==> config.mk <==
export PLATFORM = sky130hd
export DESIGN_NAME = fc_layer_sched
export DESIGN_NICKNAME = d
export VERILOG_FILES = /design/src/rtl/fc_layer_sched.sv
export SDC_FILE = /design/constraint.sdc
export NUM_CORES = 1
export LEC_CHECK = 0
export ABC_AREA = 0
export BUFFER_PORTS_ARGS = -buffer_cell sky130_fd_sc_hd__buf_2
export CORE_UTILIZATION = 58
export CTS_CLUSTER_DIAMETER = 60
export DETAILED_ROUTE_END_ITERATION = 10
export GPL_ROUTABILITY_DRIVEN = 0
export GPL_TIMING_DRIVEN = 1
export PLACE_DENSITY = 0.78
export SYNTH_ARGS = -nofsm -noshare
export SYNTH_HDL_FRONTEND = slang
export SYNTH_SLANG_ARGS = --single-unit
export TNS_END_PERCENT = 5
==> constraint.sdc <==
create_clock -name clk -period 2.8 [get_ports clk]
set_input_delay 0.42 -clock clk [delete_from_list [all_inputs] [get_ports clk]]
set_output_delay 0.42 -clock clk [all_outputs]
set_load 0.01 [all_outputs]
==> src/rtl/fc_layer_sched.sv <==
// Sequencer for the two fully-connected layers: walks every (neuron, input) pair,
// issues SRAM reads, MAC strobes and the aligned quantized-result write.
module fc_layer_sched #(
    parameter int unsigned FC1_IN  = 256,
    parameter int unsigned FC1_OUT = 64,
    parameter int unsigned FC2_OUT = 10,
    parameter int unsigned AW      = 16
) (
    input  logic          clk,
    input  logic          srstn,
    input  logic          start,
    output logic          busy,
    output logic          done,
    output logic          fc_state,
    output logic          rd_en,
    output logic [AW-1:0] act_addr,
    output logic [AW-1:0] wgt_addr,
    output logic          mac_en,
    output logic          mac_first,
    output logic          quant_go,
    output logic          out_we,
    output logic [AW-1:0] out_addr
);

    localparam logic [AW-1:0] FC1_IN_LAST   = AW'(FC1_IN - 1);
    localparam logic [AW-1:0] FC1_OUT_LAST  = AW'(FC1_OUT - 1);
    localparam logic [AW-1:0] FC2_IN_LAST   = AW'(FC1_OUT - 1);
    localparam logic [AW-1:0] FC2_OUT_LAST  = AW'(FC2_OUT - 1);
    localparam logic [AW-1:0] FC2_OUT_BASE  = AW'(FC1_OUT);
    localparam logic [AW-1:0] FC2_LAST_ADDR = AW'(FC1_OUT + FC2_OUT - 1);

    typedef enum logic [2:0] {
        S_IDLE,
        S_FC1,
        S_DRAIN1,
        S_FC2,
        S_DRAIN2,
        S_DONE
    } state_t;

    state_t        state_q, state_d;
    logic [AW-1:0] i_q, i_d;
    logic [AW-1:0] o_q, o_d;
    logic [AW-1:0] wgt_q, wgt_d;

    logic          rd_en_d;
    logic          busy_d;
    logic          done_d;
    logic          fc_state_d;
    logic          last_now;
    logic [AW-1:0] tag_now;

    // Result-pipeline tags: last-input flag and output-buffer address per issued read
    logic          p1_last;
    logic [AW-1:0] p1_tag;
    logic [AW-1:0] p2_tag;

    // Next-state, counter advance and next registered-output values
    always_comb begin
        state_d    = state_q;
        i_d        = i_q;
        o_d        = o_q;
        wgt_d      = wgt_q;
        rd_en_d    = 1'b0;
        busy_d     = 1'b0;
        done_d     = 1'b0;
        fc_state_d = 1'b0;
        last_now   = 1'b0;
        tag_now    = o_q;

        case (state_q)
            S_IDLE: begin
                if (start) begin
                    state_d = S_FC1;
                    i_d     = '0;
                    o_d     = '0;
                    wgt_d   = '0;
                end
            end
            S_FC1: begin
                wgt_d = wgt_q + AW'(1);
                if (i_q == FC1_IN_LAST) begin
                    i_d = '0;
                    if (o_q == FC1_OUT_LAST) begin
                        state_d = S_DRAIN1;
                        o_d     = '0;
                    end else begin
                        o_d = o_q + AW'(1);
                    end
                end else begin
                    i_d = i_q + AW'(1);
                end
            end
            S_DRAIN1: begin
                if (out_we && (out_addr == FC1_OUT_LAST)) begin
                    state_d = S_FC2;
                end
            end
            S_FC2: begin
                // FC2 weights sit directly after FC1's, so the weight pointer just keeps counting
                wgt_d = wgt_q + AW'(1);
                if (i_q == FC2_IN_LAST) begin
                    i_d = '0;
                    if (o_q == FC2_OUT_LAST) begin
                        state_d = S_DRAIN2;
                        o_d     = '0;
                    end else begin
                        o_d = o_q + AW'(1);
                    end
                end else begin
                    i_d = i_q + AW'(1);
                end
            end
            S_DRAIN2: begin
                if (out_we && (out_addr == FC2_LAST_ADDR)) begin
                    state_d = S_DONE;
                end
            end
            S_DONE: begin
                state_d = S_IDLE;
            end
            default: begin
                state_d = S_IDLE;
            end
        endcase

        rd_en_d    = (state_d == S_FC1) || (state_d == S_FC2);
        busy_d     = (state_d != S_IDLE);
        done_d     = (state_d == S_DONE);
        fc_state_d = (state_d == S_FC2) || (state_d == S_DRAIN2) || (state_d == S_DONE);

        // Tags of the read being issued this cycle (counters track rd_en)
        if (state_q == S_FC2) begin
            last_now = (i_q == FC2_IN_LAST);
            tag_now  = o_q + FC2_OUT_BASE;
        end else begin
            last_now = (i_q == FC1_IN_LAST);
            tag_now  = o_q;
        end
    end

    always_ff @(posedge clk) begin
        if (!srstn) begin
            state_q <= S_IDLE;
            i_q     <= '0;
            o_q     <= '0;
            wgt_q   <= '0;
        end else begin
            state_q <= state_d;
            i_q     <= i_d;
            o_q     <= o_d;
            wgt_q   <= wgt_d;
        end
    end

    // Registered outputs and the read -> MAC -> accumulate -> quantize delay pipe
    always_ff @(posedge clk) begin
        if (!srstn) begin
            busy      <= 1'b0;
            done      <= 1'b0;
            fc_state  <= 1'b0;
            rd_en     <= 1'b0;
            act_addr  <= '0;
            wgt_addr  <= '0;
            mac_en    <= 1'b0;
            mac_first <= 1'b0;
            p1_last   <= 1'b0;
            p1_tag    <= '0;
            quant_go  <= 1'b0;
            p2_tag    <= '0;
            out_we    <= 1'b0;
            out_addr  <= '0;
        end else begin
            busy      <= busy_d;
            done      <= done_d;
            fc_state  <= fc_state_d;
            rd_en     <= rd_en_d;
            act_addr  <= rd_en_d ? i_d : '0;
            wgt_addr  <= rd_en_d ? wgt_d : '0;
            mac_en    <= rd_en;
            mac_first <= rd_en && (i_q == '0);
            p1_last   <= rd_en && last_now;
            p1_tag    <= rd_en ? tag_now : '0;
            quant_go  <= p1_last;
            p2_tag    <= p1_tag;
            out_we    <= quant_go;
            out_addr  <= quant_go ? p2_tag : '0;
        end
    end

endmodule
## After elaboration in Yosys (flattened, before gate mapping)

Cells that the tools add are included.

| operators by class | value |
|---|---|
| add/subtract/negate cells | 4 |
| multipliers | 0 |
| div/mod/pow operators | 0 |
| order comparisons | 0 |
| equality and inequality tests | 17 |
| shift-type cells | 0 |
| mux-type cells | 22 |
| bitwise logic cells | 0 |
| reductions and logical operators | 16 |

Operators by type and width:

| cell | number |
|---|---|
| $mux 16 | 10 |
| $pmux 16 s3 | 2 |
| $add 16x1->16 const B | 3 |
| $eq 16x6->1 const B | 3 |
| $pmux 16 s2 | 1 |
| $mux 3 | 7 |
| $add 16x7->16 const B | 1 |
| $eq 16x4->1 const B | 1 |
| $eq 16x7->1 const B | 1 |
| $eq 16x8->1 const B | 1 |
| $logic_not 16->1 | 1 |
| $pmux 3 s5 | 1 |
| $eq 3x2->1 const B | 3 |
| $eq 3x3->1 const B | 3 |
| $eq 3x1->1 const B | 2 |
| $ne 2x2->1 const B | 3 |
| $reduce_and 2->1 | 3 |
| $reduce_bool 3->1 | 2 |
| $logic_and 1x1->1 | 4 |
| $reduce_and 4->1 | 1 |
| $logic_not 3->1 | 1 |
| $logic_or 1x1->1 | 3 |
| $reduce_or 2->1 | 1 |
| $mux 1 | 1 |

| storage, ports and cells | value |
|---|---|
| register bits after elaboration | 140 |
| bits in latches | 0 |
| memory bits (writable) | 0 |
| bits in read-only memories | 0 |
| bits of input ports | 3 |
| output and inout port bits | 56 |
| logic and storage cells | 77 |
| memories kept | 0 |

## Depth between registers and ports, before layout

Gate-level depths: netlist (run 1).

| logic depth | value |
|---|---|
| depth in word-level cells | 7 |
| gate-level depth with buffers | 9 |

## Worst setup path before layout (run 1)

No wires, ideal clock.

| timing path | value |
|---|---|
| path kind | reg-to-reg |
| start point | register i_q[12] |
| end point | register act_addr[8] |
| library setup time | 0.127 ns |
| data arrival time | 2.416 ns |
| required time | 2.673 ns |
| setup slack | 0.257 ns |
| stages on the path, launching flop included | 8 |
| buffers on the path | 1 |
| clock period less this slack | 2.543 ns |
| cells stage by stage | dfxtp_1 > or4_1 > or4_4 > or3_1 > o22a_1 > o211ai_2 > buf_8 > nor2_2 |

| on the way | value |
|---|---|
| word-level cells in the longest chain between the ends | 6 |
| elaborated cells on any way between the ends | 12 |
| classes of those cells | 4 x eq/ne; 6 x mux; 2 x reduce/logical |

Ends and longest elaborated chain:

| what | RTL line | text |
|---|---|---|
| start, declared | 42 | `logic [AW-1:0] i_q, i_d;` |
| start signal, assigned | 150 | `i_q <= i_d;` |
| $eq 16x6->1 or $eq 16x8->1 (tied branches) | 102, 82 |  |
| $mux 3, on equally long branches | 102, 82 |  |
| $pmux 3 s5 | 71 | `case (state_q)` |
| $eq 3x1->1 or $eq 3x2->1 (tied branches) | 127 | `rd_en_d = (state_d == S_FC1) \|\| (state_d == S_FC2);` |
| $logic_or 1x1->1 | 127 |  |
| $reduce_and 2->1 (no line) | n/a |  |
| end signal, assigned | 178 | `act_addr <= rd_en_d ? i_d : '0;` |
| end, declared | 16 | `output logic [AW-1:0] act_addr,` |

Parallel ways exist; a longest one is shown, timed or not.
A chain may end at the register's enable or synchronous reset.

## Worst setup path in the final report (run 1)

| timing path | value |
|---|---|
| start point | register i_q[9] |
| end point | register act_addr[6] |

The elaborated chain is that of the path after synthesis.

==> impl_results.html, run 1 <==
<table>
<tr><th>Metric</th><th>Value</th></tr>
<tr><th colspan="2">Yosys</th></tr>
<tr><td>Fraction of the yosys area taken by sequential cells</td><td>51.9%</td></tr>
<tr><td>Top cells by area in the synthesized netlist</td><td>dfxtp_1 52%, and3_1 4.2%, nor2_1 4.2%</td></tr>
<tr><td>EDFF count, synth</td><td>0</td></tr>
<tr><td>Fraction of synthesis flops using an asynchronous set or reset pin</td><td>0%</td></tr>
<tr><td>Mean post-synth cell area</td><td>9.04 um^2</td></tr>
<tr><td>Number of distinct library cells after synthesis</td><td>51</td></tr>
<tr><td>Commonest cells in the synthesized netlist</td><td>140 x dfxtp_1, 60 x nor2_1, 38 x nand2_1</td></tr>
<tr><td>Post-synth net total</td><td>607</td></tr>
<tr><td>Number of cells produced by synthesis</td><td>597</td></tr>
<tr><td>Share of the synthesized area in the top cell type</td><td>51.9%</td></tr>
<tr><td>Flops &amp; latches, synth</td><td>140</td></tr>
<tr><td>Dominant cell by count in the synthesized netlist</td><td>dfxtp_1</td></tr>
<tr><td>Cell Area, Synth</td><td>5400 um^2</td></tr>
<tr><td>Area leader, netlist</td><td>dfxtp_1</td></tr>
<tr><td>Number of warnings issued by yosys</td><td>0</td></tr>
<tr><td>Main flop type after synthesis</td><td>dfxtp_1</td></tr>
<tr><th colspan="2">Timing</th></tr>
<tr><td>Crit path time final</td><td>2.67 ns</td></tr>
<tr><td>Count of endpoints failing setup in the final report</td><td>0</td></tr>
<tr><td>FMAX</td><td>374 MHz</td></tr>
<tr><td>RSZ-0062 raised after global routing</td><td>false</td></tr>
<tr><td>Setup clock skew after layout</td><td>0.00625 ns</td></tr>
<tr><td>Summed negative setup slack over all endpoints</td><td>0 ns</td></tr>
<tr><td>Actual transition at the worst max-transition pin</td><td>0.660 ns</td></tr>
<tr><td>Number of hold violations in the final report</td><td>0</td></tr>
<tr><td>Share of the cycle needed by the critical path after routing</td><td>95.5%</td></tr>
<tr><td>Final Max Tran Viols</td><td>0</td></tr>
<tr><td>Relative slew slack</td><td>55.9%</td></tr>
<tr><td>Post-route worst setup slack</td><td>0.126 ns</td></tr>
<tr><th colspan="2">Floorplan</th></tr>
<tr><td>Die height</td><td>98.5 um</td></tr>
<tr><td>Area of the core</td><td>8850 um^2</td></tr>
<tr><td>Boundary pin count</td><td>59</td></tr>
<tr><td>Area of the die</td><td>9690 um^2</td></tr>
<tr><td>DIE WIDTH</td><td>98.5 um</td></tr>
<tr><td>Placement Rows</td><td>34</td></tr>
<tr><td>Starting utilization of the core area</td><td>61.0%</td></tr>
<tr><th colspan="2">Power and ir drop</th></tr>
<tr><td>Leak</td><td>0.00271 uW</td></tr>
<tr><td>Maximum resistive drop on vdd</td><td>0.465 mV</td></tr>
<tr><td>PwrDens</td><td>688 nW/um^2</td></tr>
<tr><th colspan="2">Critical path</th></tr>
<tr><td>Master of the slowest instance on the critical path</td><td>or4_1</td></tr>
<tr><td>Critical Path RT</td><td>3.18 ns</td></tr>
<tr><td>Critical path cell sequence</td><td>or4_1 &gt; or4_4 &gt; or3_1 &gt; o22a_2 &gt; o211ai_2 &gt; buf_12 &gt; a311oi_1</td></tr>
<tr><td>Critical Path End Type</td><td>flip-flop</td></tr>
<tr><td>Critical path arrival</td><td>3.06 ns</td></tr>
<tr><td>Critical path start-end classification</td><td>flip-flop to flip-flop</td></tr>
<tr><td>Peak fanout along the critical path</td><td>19</td></tr>
<tr><td>CP max stage delay</td><td>0.57 ns</td></tr>
<tr><td>Critical path startpoint category</td><td>flip-flop</td></tr>
<tr><th colspan="2">Global route</th></tr>
<tr><td>Antenna violations before repair</td><td>0</td></tr>
<tr><td>Vias in the first global route</td><td>4245</td></tr>
<tr><td>Global Route Usage Sum</td><td>26.0%</td></tr>
<tr><td>GR Overflow Total</td><td>0</td></tr>
<tr><td>Pin count of the biggest net entering global routing</td><td>38</td></tr>
<tr><td>Wire length of the first global-routing pass</td><td>19900 um</td></tr>
<tr><th colspan="2">Place</th></tr>
<tr><td>Port bufs</td><td>58</td></tr>
<tr><td>Post-placement cell area</td><td>5880 um^2</td></tr>
<tr><td>Setup Slack @ Placement</td><td>0.166 ns</td></tr>
<tr><td>Post-DP HPWL</td><td>7920 um</td></tr>
<tr><th colspan="2">Run status</th></tr>
<tr><td>Status</td><td>finished, violations left</td></tr>
<tr><td>Failing checks</td><td>design-rule violations</td></tr>
<tr><th colspan="2">Clock tree</th></tr>
<tr><td>Root Driver</td><td>clkbuf_8</td></tr>
<tr><td>CTS HTree Levels</td><td>4</td></tr>
<tr><td>Clock latency reported for the late side of the worst-skew pair</td><td>0.53 ns</td></tr>
<tr><td>Total CTS buffers</td><td>17</td></tr>
<tr><td>Max clock buf depth</td><td>2</td></tr>
<tr><td>CTS tree</td><td>yes</td></tr>
<tr><td>Post-CTS clock slew at the launch and capture registers of the worst setup and hold paths</td><td>0.06 ns</td></tr>
<tr><td># hold bufs at CTS</td><td>0</td></tr>
<tr><td>Clock sinks</td><td>140</td></tr>
<tr><th colspan="2">Layout</th></tr>
<tr><td>Syn-to-layout area delta</td><td>20.4%</td></tr>
<tr><td>Post-route standard cell area excluding fillers</td><td>6500 um^2</td></tr>
<tr><td>Share of post-route cells with drive strength above 1</td><td>19.7%</td></tr>
<tr><td>Total Nets Final</td><td>681</td></tr>
<tr><td>Antenna diode instance count</td><td>0</td></tr>
<tr><th colspan="2">Worst hold path</th></tr>
<tr><td>Type of the tightest min-delay check</td><td>input port to flip-flop</td></tr>
<tr><th colspan="2">Job</th></tr>
<tr><td>Count of max-cap constraint violations</td><td>0</td></tr>
<tr><th colspan="2">Routing</th></tr>
<tr><td>Routed wire length per instance</td><td>15.1 um</td></tr>
<tr><td>Vias per Instance</td><td>5.76</td></tr>
<tr><td>Number of violations reported at the end of detailed-routing iteration 0</td><td>309</td></tr>
<tr><td>DR vias</td><td>4565</td></tr>
<tr><td>Total wire length</td><td>12000 um</td></tr>
<tr><td>DR DRC count</td><td>5</td></tr>
<tr><td>Number of nets still failing antenna checks after routing</td><td>0</td></tr>
<tr><td>Number of iterations in the first detailed-routing pass</td><td>10</td></tr>
</table>
==> cells by family after synthesis <==
| family | synth area share [%] |
|---|---|
| compound gates | 10.5 |
| xor+xnor | 4.22 |
| simple gates | 28.5 |
| fa+ha+maj | 1.62 |
| flops | 51.9 |
| buf+inv | 3.18 |
==> metrics by stage <==
stage | hold slack, ns | utilization [%] | power, uW | cells
final | 0.352 | 73.4 | 4470 | 792
after global routing | 0.372 | 73.4 | 4610 | 792
after CTS | 0.343 | 73.2 | 4480 | 790
after detailed placement | 0.417 | 66.5 | 2280 | 758
after global placement | 0.418 | 66.5 | 2280 | 758
after floorplan | 0.412 | - | 2200 | 597
==> final cells by class <==
cell class	instances	area, um^2
clock buffer	17	414
clock inverter	15	178
fill	605	2350
inverter	15	56.3
multi-input combinational	415	2430
sequential	140	2800
tap	108	135
timing repair buffer	82	483
==> registers in the layout (all words and copies together) (netlist names), 3 cells and up <==
signal,flops
wgt_q,16
o_q,16
out_addr,16
wgt_addr,16
state_q,3
p1_tag,16
p2_tag,16
act_addr,16
i_q,16
==> critical path, delay by kind of cell (launching register included) <==
| family | cells | cell delay [ns] |
|---|---|---|
| AO/OA/AOI/OAI | 3 | 0.44 |
| AND/OR/NAND/NOR | 3 | 1.53 |
| flip-flops | 1 | 0.36 |
| buffers and inverters | 1 | 0.20 |
==> repair_timing <==
item	4_1_cts	5_1_grt
setup endpoints to repair	0	4
gates resized for setup	0	2
endpoints found under the hold margin	0	0
buffers inserted	0	2
==> path summary, 6_finish.rpt <==
path	start	to	slack (ns)	cells past startpoint
setup reg to reg	i_q[9]	act_addr[6]	0.13	7
setup / recovery	i_q[9]	act_addr[6]	0.13	7
hold / removal	srstn	busy	0.35	2
hold reg to reg	p1_tag[12]	p2_tag[12]	0.43	1
==> layer usage <==
metal  global-route usage, %  vias to the layer above  part of all wire [%]
met4                    10.8                        0                   2.1
met3                    6.38                       33                   6.8
met2                    42.4                      191                    47
met5                       0                        -                     0
met1                    33.2                     2106                    44
li1                        -                     2235                     -
==> power breakdown <==
part	switching, uW	internal [uW]	leakage [uW]	total (uW)
clock	919	1300	0.000283	2220
combinational	149	72.2	0.00130	221
sequential	15.0	2010	0.00113	2030
==> placed cells by master, fill, tap and decap left out, types with 13 or more instances in the layout <==
master     netlist  final
a21oi_1         32     32
o21ai_0         29     29
nand2_1         38     38
nor2_1          60     60
nand4_1         14     14
buf_2            2     58
clkbuf_16        0     16
buf_4            0     23
nand3_1         26     26
dfxtp_1        140    140
xor2_1          17     17
nor3_1          15     15
and3_1          36     36
or3_1           14     13
and2_1          31     31
inv_1           13     13
Note: power is estimated with default switching activity, not from simulation.
==> inputs of run 2 (changes only) <==
--- a/config.mk
+++ b/config.mk
@@ -7,12 +7,13 @@
 export LEC_CHECK = 0
 export ABC_AREA = 0
 export BUFFER_PORTS_ARGS = -buffer_cell sky130_fd_sc_hd__buf_2
-export CORE_UTILIZATION = 58
+export CORE_UTILIZATION = 37
 export CTS_CLUSTER_DIAMETER = 60
 export DETAILED_ROUTE_END_ITERATION = 10
 export GPL_ROUTABILITY_DRIVEN = 0
 export GPL_TIMING_DRIVEN = 1
-export PLACE_DENSITY = 0.78
+export MAX_ROUTING_LAYER = met4
+export PLACE_DENSITY = 0.54
 export SYNTH_ARGS = -nofsm -noshare
 export SYNTH_HDL_FRONTEND = slang
 export SYNTH_SLANG_ARGS = --single-unit
==> run 2 against run 1 <==
  * Core utilization down 26 points
  * Setup slack about the same
  * The flow now finishes without violations
  * Hold slack better by 0.077 ns
  * Final area up 1.8%
  * Non-clock buffer count down 3
  * Critical endpoint unchanged
  * Global-route usage down 7.7 points
  * Wire length up 3.9%
  * Sequential cell count unchanged
  * Die area up 55%
  * Clock power up 9%
  * Critical path depth unchanged
  * Count of clock-buffer cells in the layout up 1
==> impl_results.html, run 2 (synthesis results as in run 1) <==
<table>
<tr><th>Metric</th><th>Value</th></tr>
<tr><th colspan="2">Floorplan</th></tr>
<tr><td>Placement Rows</td><td>43</td></tr>
<tr><td>Area of the core</td><td>14000 um^2</td></tr>
<tr><td>Die height</td><td>123 um</td></tr>
<tr><td>Area of the die</td><td>15100 um^2</td></tr>
<tr><td>Starting utilization of the core area</td><td>38.4%</td></tr>
<tr><td>Boundary pin count</td><td>59</td></tr>
<tr><td>DIE WIDTH</td><td>123 um</td></tr>
<tr><th colspan="2">Critical path</th></tr>
<tr><td>Critical Path End Type</td><td>flip-flop</td></tr>
<tr><td>Critical path start-end classification</td><td>flip-flop to flip-flop</td></tr>
<tr><td>Critical path cell sequence</td><td>or4_1 &gt; or4_4 &gt; or3_1 &gt; o22a_1 &gt; o211ai_2 &gt; buf_12 &gt; a311oi_1</td></tr>
<tr><td>Critical path arrival</td><td>2.97 ns</td></tr>
<tr><td>CP max stage delay</td><td>0.58 ns</td></tr>
<tr><td>Master of the slowest instance on the critical path</td><td>or4_4</td></tr>
<tr><td>Critical Path RT</td><td>3.09 ns</td></tr>
<tr><td>Critical path startpoint category</td><td>flip-flop</td></tr>
<tr><td>Peak fanout along the critical path</td><td>19</td></tr>
<tr><th colspan="2">Timing</th></tr>
<tr><td>FMAX</td><td>374 MHz</td></tr>
<tr><td>Final Max Tran Viols</td><td>0</td></tr>
<tr><td>Number of hold violations in the final report</td><td>0</td></tr>
<tr><td>Share of the cycle needed by the critical path after routing</td><td>95.5%</td></tr>
<tr><td>Relative slew slack</td><td>48.5%</td></tr>
<tr><td>Crit path time final</td><td>2.67 ns</td></tr>
<tr><td>Post-route worst setup slack</td><td>0.126 ns</td></tr>
<tr><td>Setup clock skew after layout</td><td>0.00411 ns</td></tr>
<tr><td>Count of endpoints failing setup in the final report</td><td>0</td></tr>
<tr><td>RSZ-0062 raised after global routing</td><td>false</td></tr>
<tr><td>Actual transition at the worst max-transition pin</td><td>0.769 ns</td></tr>
<tr><th colspan="2">Global route</th></tr>
<tr><td>Global Route Usage Sum</td><td>18.3%</td></tr>
<tr><td>Vias in the first global route</td><td>4050</td></tr>
<tr><td>Pin count of the biggest net entering global routing</td><td>42</td></tr>
<tr><td>Antenna violations before repair</td><td>0</td></tr>
<tr><td>Wire length of the first global-routing pass</td><td>20300 um</td></tr>
<tr><td>Met2 track utilization from global routing</td><td>27.4%</td></tr>
<tr><td>Met3 track utilization from global routing</td><td>4.37%</td></tr>
<tr><td>Met1 track utilization from global routing</td><td>23.6%</td></tr>
<tr><td>Highest-utilization routing layer at the global route stage</td><td>met2</td></tr>
<tr><td>GR Overflow Total</td><td>0</td></tr>
<tr><th colspan="2">Clock tree</th></tr>
<tr><td>Clock latency reported for the late side of the worst-skew pair</td><td>0.42 ns</td></tr>
<tr><td>Root Driver</td><td>clkbuf_16</td></tr>
<tr><td>Post-CTS clock slew at the launch and capture registers of the worst setup and hold paths</td><td>0.06 ns</td></tr>
<tr><td>Max clock buf depth</td><td>2</td></tr>
<tr><td>Clock sinks</td><td>140</td></tr>
<tr><td>CTS tree</td><td>yes</td></tr>
<tr><td>CTS HTree Levels</td><td>4</td></tr>
<tr><td>Total CTS buffers</td><td>17</td></tr>
<tr><td># hold bufs at CTS</td><td>0</td></tr>
<tr><th colspan="2">Power and ir drop</th></tr>
<tr><td>Leak</td><td>0.00272 uW</td></tr>
<tr><td>Part of the power in combinational logic</td><td>4.6%</td></tr>
<tr><td>Switching power summed over all nets</td><td>1060 uW</td></tr>
<tr><td>Portion of total power attributed to the clock network</td><td>51.8%</td></tr>
<tr><td>Sw Ratio</td><td>22.7%</td></tr>
<tr><td>Share of power burned in registers</td><td>43.6%</td></tr>
<tr><td>Maximum resistive drop on vdd</td><td>0.415 mV</td></tr>
<tr><td>PwrDens</td><td>703 nW/um^2</td></tr>
<tr><td>Sum of internal, switching and leakage power</td><td>4650 uW</td></tr>
<tr><td>Internal power component</td><td>3590 uW</td></tr>
<tr><th colspan="2">Routing</th></tr>
<tr><td>Number of nets still failing antenna checks after routing</td><td>0</td></tr>
<tr><td>Routed wire length per instance</td><td>14.5 um</td></tr>
<tr><td>Number of violations reported at the end of detailed-routing iteration 0</td><td>306</td></tr>
<tr><td>Number of iterations in the first detailed-routing pass</td><td>5</td></tr>
<tr><td>Total wire length</td><td>12400 um</td></tr>
<tr><td>DR DRC count</td><td>0</td></tr>
<tr><td>DR vias</td><td>4366</td></tr>
<tr><td>Vias per Instance</td><td>5.07</td></tr>
<tr><th colspan="2">Place</th></tr>
<tr><td>Post-DP HPWL</td><td>8730 um</td></tr>
<tr><td>Post-Place Cells</td><td>828</td></tr>
<tr><td>Port bufs</td><td>58</td></tr>
<tr><td>Setup Slack @ Placement</td><td>-0.00214 ns</td></tr>
<tr><th colspan="2">Layout</th></tr>
<tr><td>Top library cells by usage in the layout, fill and taps aside</td><td>140 x dfxtp_1, 60 x nor2_1, 58 x buf_2, 38 x nand2_1, 36 x and3_1</td></tr>
<tr><td>Fill cell count</td><td>1354</td></tr>
<tr><td>Final core area utilization</td><td>47.1%</td></tr>
<tr><td>Share of post-route cells with drive strength above 1</td><td>19.2%</td></tr>
<tr><td>Syn-to-layout area delta</td><td>22.6%</td></tr>
<tr><td>Non-Filler Instances</td><td>861</td></tr>
<tr><td>Most common library cell in the layout ignoring fill and taps</td><td>dfxtp_1</td></tr>
<tr><td>Total Nets Final</td><td>678</td></tr>
<tr><td>Antenna diode instance count</td><td>0</td></tr>
<tr><th colspan="2">Run status</th></tr>
<tr><td>Status</td><td>complete, no violations</td></tr>
<tr><th colspan="2">Worst hold path</th></tr>
<tr><td>Type of the tightest min-delay check</td><td>flip-flop to flip-flop</td></tr>
<tr><th colspan="2">Job</th></tr>
<tr><td>Count of max-cap constraint violations</td><td>0</td></tr>
</table>
-- run 2: cell type report --
cell class / instances / area, um^2 / area share [%]
inverters: 15 / 56.3 / 0.851
clock buffers: 18 / 429 / 6.49
flip-flops and latches: 140 / 2800 / 42.4
repair buffers: 79 / 460 / 6.96
well taps: 180 / 225 / 3.41
clock inverters: 14 / 208 / 3.14
multi-input cells: 415 / 2430 / 36.8
-- run 2: repair_timing --
action                                  4_1_cts  5_1_grt
buffers inserted                              1        0
pin swaps                                     1        1
resized for setup                             0        2
endpoints found under the setup margin        1        5
-- run 2: worst max-delay path: cells and delay by family, from the launching register on --
| kind | cells | cell delay [ns] |
|---|---|---|
| flip-flops | 1 | 0.34 |
| AND/OR/NAND/NOR | 3 | 1.54 |
| AO/OA/AOI/OAI | 3 | 0.45 |
| buffers and inverters | 1 | 0.20 |
-- run 2: worst paths after layout --
path / end / cells after the start / slack, ns / from
worst max register to register: act_addr[6] / 7 / 0.13 / i_q[13]
worst min-delay path: p2_tag[13] / 1 / 0.43 / p1_tag[13]
worst max-delay path: act_addr[6] / 7 / 0.13 / i_q[13]
worst min register to register: p2_tag[13] / 1 / 0.43 / p1_tag[13]
-- run 2: routing by layer --
layer	vias up	routed length (um)
met2	118	5530
li1	2216	-
met5	-	0
met1	2010	6030
met3	22	656
met4	0	232
-- run 2: power groups by stage --
stage | Combinational [uW] | Sequential, uW | Clock [uW]
after detailed placement | 216 | 2070 | 0
after floorplan | 133 | 2070 | 0
after CTS | 217 | 2030 | 2450
after global placement | 215 | 2070 | 0
after global routing | 239 | 2030 | 2540
final | 215 | 2030 | 2410
-- run 2: per-stage QoR --
stage                     hold slack (ns)   TNS, ns  instance area (um^2)
after floorplan                     0.412         0                  5400
after global placement              0.420         0                  5960
after detailed placement            0.417  -0.00214                  5960
after CTS                           0.427         0                  6600
after global routing                0.434         0                  6610
final                               0.429         0                  6610
==> inputs of run 3 (changes only) <==
--- a/config.mk
+++ b/config.mk
@@ -7,13 +7,13 @@
 export LEC_CHECK = 0
 export ABC_AREA = 0
 export BUFFER_PORTS_ARGS = -buffer_cell sky130_fd_sc_hd__buf_2
-export CORE_UTILIZATION = 37
+export CORE_UTILIZATION = 58
 export CTS_CLUSTER_DIAMETER = 60
 export DETAILED_ROUTE_END_ITERATION = 10
 export GPL_ROUTABILITY_DRIVEN = 0
 export GPL_TIMING_DRIVEN = 1
 export MAX_ROUTING_LAYER = met4
-export PLACE_DENSITY = 0.54
+export PLACE_DENSITY = 0.78
 export SYNTH_ARGS = -nofsm -noshare
 export SYNTH_HDL_FRONTEND = slang
 export SYNTH_SLANG_ARGS = --single-unit
==> run 3 against run 2 <==
  * The flow now finishes with violations (design-rule violations)
  * Count of clock-buffer cells in the layout down 1
  * Maximum frequency up 0.30%
  * Core utilization up 26 points
  * Combinational power up 3%
  * Setup slack better by 0.0079 ns
  * Final area down 1.8%
  * Cell count down 8.0%
  * Critical endpoint unchanged
  * Largest cell class unchanged
  * Largest power group unchanged
==> impl_results.html, run 3 (synthesis results as in run 1) <==
<table>
<tr><th>Metric</th><th>Value</th></tr>
<tr><th colspan="2">Global route</th></tr>
<tr><td>Global Route Usage Sum</td><td>26.8%</td></tr>
<tr><td>Pin count of the biggest net entering global routing</td><td>38</td></tr>
<tr><td>Vias in the first global route</td><td>4248</td></tr>
<tr><td>Antenna violations before repair</td><td>0</td></tr>
<tr><td>Wire length of the first global-routing pass</td><td>19900 um</td></tr>
<tr><td>GR Overflow Total</td><td>0</td></tr>
<tr><th colspan="2">Power and ir drop</th></tr>
<tr><td>Sum of internal, switching and leakage power</td><td>4460 uW</td></tr>
<tr><td>PwrDens</td><td>687 nW/um^2</td></tr>
<tr><td>Leak</td><td>0.00271 uW</td></tr>
<tr><td>Maximum resistive drop on vdd</td><td>0.457 mV</td></tr>
<tr><th colspan="2">Worst hold path</th></tr>
<tr><td>Type of the tightest min-delay check</td><td>input port to flip-flop</td></tr>
<tr><td>Start point of the worst hold path</td><td>srstn</td></tr>
<tr><td>Count of cells along the worst hold path</td><td>2</td></tr>
<tr><td>Worst Hold Endpoint</td><td>busy</td></tr>
<tr><th colspan="2">Clock tree</th></tr>
<tr><td>Clock latency reported for the late side of the worst-skew pair</td><td>0.52 ns</td></tr>
<tr><td>Total CTS buffers</td><td>17</td></tr>
<tr><td>CTS tree</td><td>yes</td></tr>
<tr><td>Root Driver</td><td>clkbuf_8</td></tr>
<tr><td>CTS HTree Levels</td><td>4</td></tr>
<tr><td>Clock sinks</td><td>140</td></tr>
<tr><td>Max clock buf depth</td><td>2</td></tr>
<tr><td>Post-CTS clock slew at the launch and capture registers of the worst setup and hold paths</td><td>0.06 ns</td></tr>
<tr><th colspan="2">Layout</th></tr>
<tr><td>Top library cells by usage in the layout, fill and taps aside</td><td>140 x dfxtp_1, 60 x nor2_1, 58 x buf_2, 38 x nand2_1, 36 x and3_1</td></tr>
<tr><td>Antenna diode instance count</td><td>0</td></tr>
<tr><td>Final core area utilization</td><td>73.4%</td></tr>
<tr><td>Sequential Area</td><td>2800 um^2</td></tr>
<tr><td>Syn-to-layout area delta</td><td>20.4%</td></tr>
<tr><td>Area taken by multi-input logic gates</td><td>2430 um^2</td></tr>
<tr><td>Total Nets Final</td><td>681</td></tr>
<tr><td>Most common library cell in the layout ignoring fill and taps</td><td>dfxtp_1</td></tr>
<tr><td>Fill cell count</td><td>605</td></tr>
<tr><td>Share of post-route cells with drive strength above 1</td><td>19.7%</td></tr>
<tr><td>Post-route standard cell area excluding fillers</td><td>6500 um^2</td></tr>
<tr><th colspan="2">Floorplan</th></tr>
<tr><td>Area of the core</td><td>8850 um^2</td></tr>
<tr><td>Area of the die</td><td>9690 um^2</td></tr>
<tr><td>Starting utilization of the core area</td><td>61.0%</td></tr>
<tr><td>Die height</td><td>98.5 um</td></tr>
<tr><td>Placement Rows</td><td>34</td></tr>
<tr><td>DIE WIDTH</td><td>98.5 um</td></tr>
<tr><td>Boundary pin count</td><td>59</td></tr>
<tr><th colspan="2">Critical path</th></tr>
<tr><td>Master of the slowest instance on the critical path</td><td>or4_1</td></tr>
<tr><td>Number of cells on the worst reg-to-reg path</td><td>7</td></tr>
<tr><td>Critical path start-end classification</td><td>flip-flop to flip-flop</td></tr>
<tr><td>Register-to-register setup slack</td><td>0.13 ns</td></tr>
<tr><td>Worst path top cell family by delay</td><td>simple AND/OR/NAND/NOR gates</td></tr>
<tr><td>Critical path arrival</td><td>3.04 ns</td></tr>
<tr><td>Critical Path End Type</td><td>flip-flop</td></tr>
<tr><td>Capture point of the worst reg-to-reg path</td><td>act_addr[6]</td></tr>
<tr><td>Critical register-to-register path startpoint</td><td>i_q[9]</td></tr>
<tr><td>Critical path startpoint category</td><td>flip-flop</td></tr>
<tr><td>Peak fanout along the critical path</td><td>19</td></tr>
<tr><td>Number of buffers and inverters on the critical path</td><td>1</td></tr>
<tr><td>Critical Path RT</td><td>3.17 ns</td></tr>
<tr><td>Critical path cell sequence</td><td>or4_1 &gt; or4_4 &gt; or3_1 &gt; o22a_2 &gt; o211ai_2 &gt; buf_12 &gt; a311oi_1</td></tr>
<tr><td>CP max stage delay</td><td>0.56 ns</td></tr>
<tr><th colspan="2">Run status</th></tr>
<tr><td>Failing checks</td><td>design-rule violations</td></tr>
<tr><td>Status</td><td>finished, violations left</td></tr>
<tr><th colspan="2">Timing</th></tr>
<tr><td>Count of endpoints failing setup in the final report</td><td>0</td></tr>
<tr><td>Hold Slack</td><td>0.365 ns</td></tr>
<tr><td>Summed negative setup slack over all endpoints</td><td>0 ns</td></tr>
<tr><td>RSZ-0062 raised after global routing</td><td>false</td></tr>
<tr><td>Final Max Tran Viols</td><td>0</td></tr>
<tr><td>Setup clock skew after layout</td><td>0.0103 ns</td></tr>
<tr><td>Relative slew slack</td><td>57.4%</td></tr>
<tr><td>Crit path time final</td><td>2.67 ns</td></tr>
<tr><td>Number of hold violations in the final report</td><td>0</td></tr>
<tr><td>Share of the cycle needed by the critical path after routing</td><td>95.2%</td></tr>
<tr><td>Actual transition at the worst max-transition pin</td><td>0.637 ns</td></tr>
<tr><td>FMAX</td><td>375 MHz</td></tr>
<tr><th colspan="2">Routing</th></tr>
<tr><td>DR DRC count</td><td>5</td></tr>
<tr><td>Number of nets still failing antenna checks after routing</td><td>0</td></tr>
<tr><td>Routed wire length per instance</td><td>15.1 um</td></tr>
<tr><td>DR vias</td><td>4597</td></tr>
<tr><td>Vias per Instance</td><td>5.80</td></tr>
<tr><td>Number of iterations in the first detailed-routing pass</td><td>10</td></tr>
<tr><td>Total wire length</td><td>12000 um</td></tr>
<tr><td>Number of violations reported at the end of detailed-routing iteration 0</td><td>373</td></tr>
<tr><th colspan="2">Place</th></tr>
<tr><td>Post-placement cell area</td><td>5880 um^2</td></tr>
<tr><td>Post-DP HPWL</td><td>7920 um</td></tr>
<tr><td>Port bufs</td><td>58</td></tr>
<tr><th colspan="2">Job</th></tr>
<tr><td>Count of max-cap constraint violations</td><td>0</td></tr>
</table>
## run 3: changes by cell type in the layout (fill, tap and decap cells not counted), sizes merged
cell,previous run,this run
buf,79,82
bufinv,4,2
clkinv,2,1
clkinvlp,2,3
inv,21,24
clkbuf,18,17
## run 3: worst max path at each step
stage / startpoint / endpoint / slack (ns) / cells after the start
after floorplan: i_q[12] / act_addr[8] / 0.26 / 7
after global placement: i_q[13] / act_addr[6] / 0.21 / 7
after detailed placement: i_q[1] / o_q[15] / 0.17 / 8
after CTS: i_q[9] / act_addr[6] / 0.13 / 7
after global routing: i_q[9] / o_q[13] / 0.02 / 7
final: i_q[9] / act_addr[6] / 0.13 / 7
## run 3: what timing repair did
action	4_1_cts	5_1_grt
setup endpoints to repair	0	4
resized for setup	0	2
setup buffers	0	2
hold endpoints to repair	0	0
hold buffers	0	0
## run 3: through the flow
stage / worst slack [ns] / cells
floorplan: 0.257 / 597
global placement: 0.205 / 758
detailed placement: 0.166 / 758
CTS: 0.125 / 790
global route: 0.0182 / 792
finish: 0.134 / 792
## run 3: area by class of cell
cell class                 count  share of cell area [%]
multi-input combinational    415                    37.4
clock buffer                  17                    6.37
timing repair buffer          82                    7.43
inverter                      15                   0.867
tap                          108                    2.08
clock inverter                15                    2.73
sequential                   140                    43.1
## run 3: worst register-to-register path, delay by kind of cell (launching register included)
kind | cells | cell delay [ns]
and+or+nand+nor | 3 | 1.52
AOI/OAI and AO/OA | 3 | 0.44
DFF | 1 | 0.35
buffers and inverters | 1 | 0.20
## run 3: layer usage
metal | GRT usage (%) | up-vias | share of wire [%]
met5 | - | - | 0
met4 | 10.8 | 0 | 1.3
met3 | 6.31 | 24 | 7.3
met2 | 42.4 | 223 | 48
met1 | 33.2 | 2113 | 44
li1 | - | 2237 | -
## run 3: power by group
part / switching, uW / internal (uW)
combinational: 149 / 72.2
clock: 914 / 1300
sequential: 14.9 / 2010
total: 1080 / 3380
